## src/rtl/match_report_tx.sv

```systemverilog
// rtl/match_report_tx.sv - batch result packet transmitter for the MD5 match stage
module match_report_tx #(
    parameter int          MSG_CHARS    = 19,
    parameter logic [7:0]  STAT_MATCH   = 8'h01,
    parameter logic [7:0]  STAT_NOMATCH = 8'h00
) (
    input  logic        clk,
    input  logic        reset,
    input  logic        rpt_arm,
    input  logic        proc_done,
    input  logic        proc_match,
    input  logic [15:0] proc_byte_pos,
    input  logic [7:0]  proc_match_char,
    output logic        proc_match_char_next,
    output logic [7:0]  tx_data,
    output logic        tx_valid,
    input  logic        tx_ready,
    output logic        rpt_busy,
    output logic        rpt_sent
);
    localparam int CW = (MSG_CHARS > 1) ? $clog2(MSG_CHARS) : 1;
    localparam logic [CW-1:0] LAST_CHAR = CW'(MSG_CHARS - 1);

    typedef enum logic [3:0] {
        IDLE,
        ARMED,
        WAIT_DONE,
        SEND_STAT,
        SEND_PHI,
        SEND_PLO,
        SEND_CHAR,
        CHAR_WAIT,
        FINISH
    } state_t;

    state_t         state, state_n;
    logic [7:0]     tx_data_n;
    logic           tx_valid_n;
    logic           next_n;
    logic           busy_n;
    logic           sent_n;
    logic [CW-1:0]  count, count_n;
    logic           match_q, match_n;
    logic [15:0]    pos_q, pos_n;
    logic           xfer;

    assign xfer = tx_valid & tx_ready;

    // State and every output are registered; reset abandons any packet in flight.
    always_ff @(posedge clk or posedge reset) begin
        if (reset) begin
            state                <= IDLE;
            tx_data              <= 8'h00;
            tx_valid             <= 1'b0;
            proc_match_char_next <= 1'b0;
            rpt_busy             <= 1'b0;
            rpt_sent             <= 1'b0;
            count                <= '0;
            match_q              <= 1'b0;
            pos_q                <= 16'h0000;
        end else begin
            state                <= state_n;
            tx_data              <= tx_data_n;
            tx_valid             <= tx_valid_n;
            proc_match_char_next <= next_n;
            rpt_busy             <= busy_n;
            rpt_sent             <= sent_n;
            count                <= count_n;
            match_q              <= match_n;
            pos_q                <= pos_n;
        end
    end

    // Next-state and next-output decode; data/valid hold unless a transfer or load occurs.
    always_comb begin
        state_n    = state;
        tx_data_n  = tx_data;
        tx_valid_n = tx_valid;
        next_n     = 1'b0;
        busy_n     = rpt_busy;
        sent_n     = 1'b0;
        count_n    = count;
        match_n    = match_q;
        pos_n      = pos_q;
        case (state)
            // proc_done is not looked at here: the match stage reports done out of reset.
            IDLE: begin
                if (rpt_arm) begin
                    busy_n  = 1'b1;
                    state_n = ARMED;
                end
            end
            // One dead cycle lets the match stage drop its stale done flag.
            ARMED: state_n = WAIT_DONE;
            WAIT_DONE: begin
                if (proc_done) begin
                    match_n    = proc_match;
                    pos_n      = proc_byte_pos;
                    tx_data_n  = proc_match ? STAT_MATCH : STAT_NOMATCH;
                    tx_valid_n = 1'b1;
                    state_n    = SEND_STAT;
                end
            end
            SEND_STAT: begin
                if (xfer) begin
                    tx_data_n = pos_q[15:8];
                    state_n   = SEND_PHI;
                end
            end
            SEND_PHI: begin
                if (xfer) begin
                    tx_data_n = pos_q[7:0];
                    state_n   = SEND_PLO;
                end
            end
            SEND_PLO: begin
                if (xfer) begin
                    if (match_q) begin
                        tx_data_n = proc_match_char;
                        count_n   = '0;
                        state_n   = SEND_CHAR;
                    end else begin
                        tx_valid_n = 1'b0;
                        state_n    = FINISH;
                    end
                end
            end
            SEND_CHAR: begin
                if (xfer) begin
                    tx_valid_n = 1'b0;
                    if (count == LAST_CHAR) begin
                        state_n = FINISH;
                    end else begin
                        next_n  = 1'b1;
                        count_n = count + 1'b1;
                        state_n = CHAR_WAIT;
                    end
                end
            end
            // The advance strobe is visible during the first cycle here; the new head
            // character is only stable once the strobe has been taken, so load after it.
            CHAR_WAIT: begin
                if (!proc_match_char_next) begin
                    tx_data_n  = proc_match_char;
                    tx_valid_n = 1'b1;
                    state_n    = SEND_CHAR;
                end
            end
            FINISH: begin
                sent_n  = 1'b1;
                busy_n  = 1'b0;
                state_n = IDLE;
            end
            default: state_n = IDLE;
        endcase
    end
endmodule

```

## config.mk

```make
export PLATFORM = sky130hd
export DESIGN_NAME = match_report_tx
export DESIGN_NICKNAME = d
export VERILOG_FILES = /design/src/rtl/match_report_tx.sv
export SDC_FILE = /design/constraint.sdc
export NUM_CORES = 1
export LEC_CHECK = 0
export ABC_CLOCK_PERIOD_IN_PS = 1850
export CAP_MARGIN = 20
export CORE_MARGIN = 5
export CORE_UTILIZATION = 45
export CTS_CLUSTER_SIZE = 25
export DETAILED_ROUTE_END_ITERATION = 6
export GPL_TIMING_DRIVEN = 1
export PLACE_DENSITY = 0.75
export REMOVE_ABC_BUFFERS = 1
export SLEW_MARGIN = 40
export SYNTH_ARGS = -nofsm -noshare
export SYNTH_HDL_FRONTEND = slang
export SYNTH_SLANG_ARGS = --single-unit
```

## constraint.sdc

```tcl
create_clock -name clk -period 1.85 [get_ports clk]
set_input_delay 0.37 -clock clk [delete_from_list [all_inputs] [get_ports clk]]
set_output_delay 0.37 -clock clk [all_outputs]
set_load 0.02 [all_outputs]
```

Word-level counts from Yosys, hierarchy flattened:

Cells that the tools add are included.
Widths: inputs -> output; s select.

* equal/unequal tests: 19
* reduce and logical (&&, ||, !) cells: 11
* add/subtract/negate cells: 1
* multiplexer cells: 35
* bitwise operators: 1

Operators by type and width (count)
* $mux 8: 6
* $pmux 8 s5: 1
* $mux 4: 9
* $pmux 4 s8: 1
* $mux 5: 4
* $ne 2x2->1 const B: 10
* $eq 4x3->1 const B: 4
* $reduce_and 7->1: 2
* $mux 1: 11
* $pmux 5 s2: 1
* $eq 4x2->1 const B: 2
* $reduce_and 6->1: 1
* $add 5x1->5 const B: 1
* $eq 5x5->1 const B: 1
* $reduce_and 5->1: 1
* $reduce_bool 5->1: 1
* $eq 4x1->1 const B: 1
* $eq 4x4->1 const B: 1
* $logic_not 4->1: 1
* $pmux 1 s4: 1
* $reduce_and 2->1: 2
* $reduce_bool 2->1: 2
* $reduce_bool 4->1: 1
* $pmux 1 s2: 1
* $and 1x1->1: 1

* input bits: 30
* word-level logic and storage cells: 76
* output and inout bits: 12
* bits in registers: 38

Depth between registers and ports, before layout:

* word-level depth: 4
* gate-level depth with buffers: 8
* gate-level depth less buffers: 7

Worst setup path before layout:

OpenSTA, ideal clock, no wires.

* path type: register -> register
* from: register state[1]
* to: register tx_data[0]
* setup time: 125 ps
* buffers on the path: 0
* path slack: -25 ps
* required time: 1725 ps
* data arrival time: 1751 ps
* clock period less this slack: 1875 ps
* stages on the path, launching flop included: 5
* path through: dfrtp_1 -> nand2b_1 -> or3_1 -> a211oi_4 -> mux2_2

* cells in the longest elaborated chain, start to end: 3
* elaborated cells between the ends (all ways): 14
* those cells by class: eq/ne: 11; mux: 1; reduce/logical: 2

Ends and longest elaborated chain
* start, declared: RTL line 36 `state_t state, state_n;`
* start signal, assigned: RTL line 62 `state <= state_n;`
* $eq 4x3->1 or $eq 4x2->1 (tied branches): RTL line 85 `case (state)`
* $reduce_bool 5->1 (no source line) or $ne 2x2->1 (tied branches)
* $reduce_and 7->1 (no source line)
* end signal, assigned: RTL line 63 `tx_data <= tx_data_n;`
* end, declared: RTL line 15 `output logic [7:0] tx_data,`

Parallel ways exist; a longest one is shown, timed or not.
A chain may end at the register's enable or synchronous reset.

Worst setup path in the final report:

* from: register state[2]
* to: register tx_data[2]

Same word-level chain as after synthesis.

==> run metrics <==
CTS tree=built; crit path time final=1.81 ns; port bufs=41; CTS Sinks=38; crit path capture type=flip-flop; worst reg-to-reg path cell count=7; Pwr per Cell Area=1580 nW/µm²; initial antenna violation count=0; # nets final=290; delay of the slowest critical-path stage=between 0.4 and 0.5 ns; routability cong.=approximately 1; DR WL/cell=15.9 µm; clock skew=0.00395 ns; Crit Reg-Reg Endpoint=tx_data[2]; CP required=2.03 ns; Via Count=1692; most used cell, CP=buf_4; setup_tns=0 ns; DR WL met3=235 µm; HP Class=in2async; Initial DRC Count=176; critical path class=reg2reg; run status=completed; flops & latches, synth=38; drt via density=around 5.4; Routed Antenna Nets=0; final hold vios=0; Slew @ Worst Pin=0.483 ns; TritonCTS Buffers=5; Leakage=1.22 nW; mapped cell area=1960 µm²; DRC Markers=0; Worst slew margin=67.8%; Total Wirelength=4.93 mm; H-tree Lvls=2; Max Fclk=0.551 GHz; Period Utilization, post-route=98.0%; Setup crit start kind=flip-flop; share of cells above drive strength 1=31.7%; VDD IR-drop max=0.000752 V; Unique masters post-synth=37; sequential fraction of the synthesis area=48.5%; Std-Cell Core Area=4290 µm²; Die X=about 76 µm; placed cell count=300; boundary pin count=42; post-synth top area share=48.5%; first-pass GRT wire length=7.91 mm; max_cap viols=0; CP max stage cell=dfrtp_2; CTS Hold Bufs=0; placed wire-length estimate=3.47 mm; fin cells=311; syn_area_per_cell=10.4 µm²; Worst Path Arrival=1.99 ns; Die Footprint=5780 µm²; DR WL met2=2.45 mm; Buf+Inv Stages, Crit Path=2; initial core utilization=about 46%; crit-path cells=buf_4 > nor2b_2 > buf_4 > and2_1 > nand2_1 > o21ai_0 > mux2_2; drt pass-1 iters=4; max-slew violation count=0; reg-to-reg startpoint=state[2]; M1 WL=2.20 mm; RSZ-0062 raised after global routing=true; vias in the first global route=roughly 1700; top sig layer=met4; Design Area, Final=2810 µm²; crit-path leading delay family=simple AND/OR/NAND/NOR gates; Reg clk slew, reported paths=0.08 ns; CTS max path bufs=2; number of diodes=0; clock root cell=clkbuf_8; Die Height=between 70 and 80 µm; leading area contributor after synthesis=dfrtp_1; synthesized instance count=between 150 and 200; row count=24; Synth area leaders=dfrtp_1 49%, mux2_2 15%, o21ai_0 4.9%; largest net degree at the start of global routing=39; placed cell area=roughly 2600 µm²; critical-path maximum fanout=7; worst skew pair latency=roughly 0.29 ns; r2r setup slk=approximately 0.036 ns; Final setup violation count=0; Synth Warn #=0; worst hold slack=0.490 ns; gr ovfl total=0; GRT Util Overall=16.7%; Layout area overhead=43.5%
[final cells by class]
cell class,instances,area (µm²)
clock inverter,2,12.5
timing repair buffer,72,687
clock buffer,6,82.6
inverter,6,22.5
fill,356,1480
tap,52,65.1
sequential,38,955
multi-input combinational,135,988
[registers in the layout (all words and copies together), names as in the netlist, 4 cells and up]
register and cells:
pos_q 16, state 4, count 5, tx_data 8
[where the power goes]
part | leakage [nW] | switching, W | internal (W)
logic | 0.708 | 0.00108 | 0.00133
registers | 0.467 | 0.000239 | 0.00118
clock network | 0.0472 | 0.000304 | 0.000300
[metrics by stage]
step           total power, W  util (%)  worst slack, ns
3_5_place_dp          0.00363      61.0           -0.382
3_3_place_gp          0.00358      61.0           -0.350
4_1_cts               0.00430      63.6          0.00975
5_1_grt               0.00475      65.5          -0.0265
2_1_floorplan         0.00270         -           -0.144
6_report              0.00444      65.5           0.0361
[Yosys cell counts]
library cell and instances:
buf_4 1, nand3_1 4, a21o_1 2, mux2_2 26, and3_1 2, clkbuf_1 6
o32ai_1 1, inv_1 6, and2_1 3, o21ai_0 19, xnor2_1 1, nor3_1 6
a31o_2 1, a21oi_1 9, a211o_1 1, buf_2 2, a211oi_4 1, a31oi_1 1
nand4_1 1, o31ai_1 2, ha_1 2, nor4b_4 1, or3_1 1, a22o_1 1
dfrtp_1 38, maj3_1 1, nor2b_1 3, nand2_1 19, nand4bb_1 1, or4_1 2
a22oi_1 7, o22ai_1 1, a32oi_1 1, o21bai_1 1, nand2b_1 6, nor2_1 7
or2_2 1
[tightest hold or removal path, stage by stage]
cell and delay (ns):
clkdlybuf4s50_1 0.39, inv_1 0.05, buf_4 0.41
[per-layer routing]
metal	vias up	GRT usage [%]
li1	823	-
met1	818	22.8
met2	47	26.7
met3	4	3.55
met4	0	4.27
met5	-	0
[worst max-delay path by stage]
stage,from,depth (start not counted),to,slack (ns)
after floorplan,state[1],4,tx_data[0],-0.14
after global placement,tx_ready,6,tx_data[3],-0.35
after detailed placement,tx_ready,6,tx_data[1],-0.38
after CTS,state[0],6,state[0],0.01
after global routing,state[0],6,tx_data[5],-0.03
final,state[2],7,tx_data[2],0.04
[placed cells by master, fill, tap and decap left out, drive strengths merged, types with 3 or more instances in the layout]
master          n
mux2           26
clkdlybuf4s50  40
clkbuf          7
nor2            7
nor2b           3
nor3            6
nand2          19
inv             6
a21oi           9
and2            3
dfrtp          38
buf            30
a22oi           7
nand3           4
nand2b          6
o21ai          19
[what timing repair did]
| item | in CTS | in global routing |
|---|---|---|
| gates resized for setup | 9 | 12 |
| buffers inserted | 0 | 2 |
| pin swaps | 0 | 1 |
| cloned | 0 | 1 |
| endpoints found under the setup margin | 13 | 31 |
[logic make-up after synthesis]
group	share of synthesized area (%)
mux	14.9
flops	48.5
buf+inv	3.19
compound gates	15.6
fa+ha+maj	1.79
simple gates	15.5
xor+xnor	0.447
(Power assumes the default switching activity.)
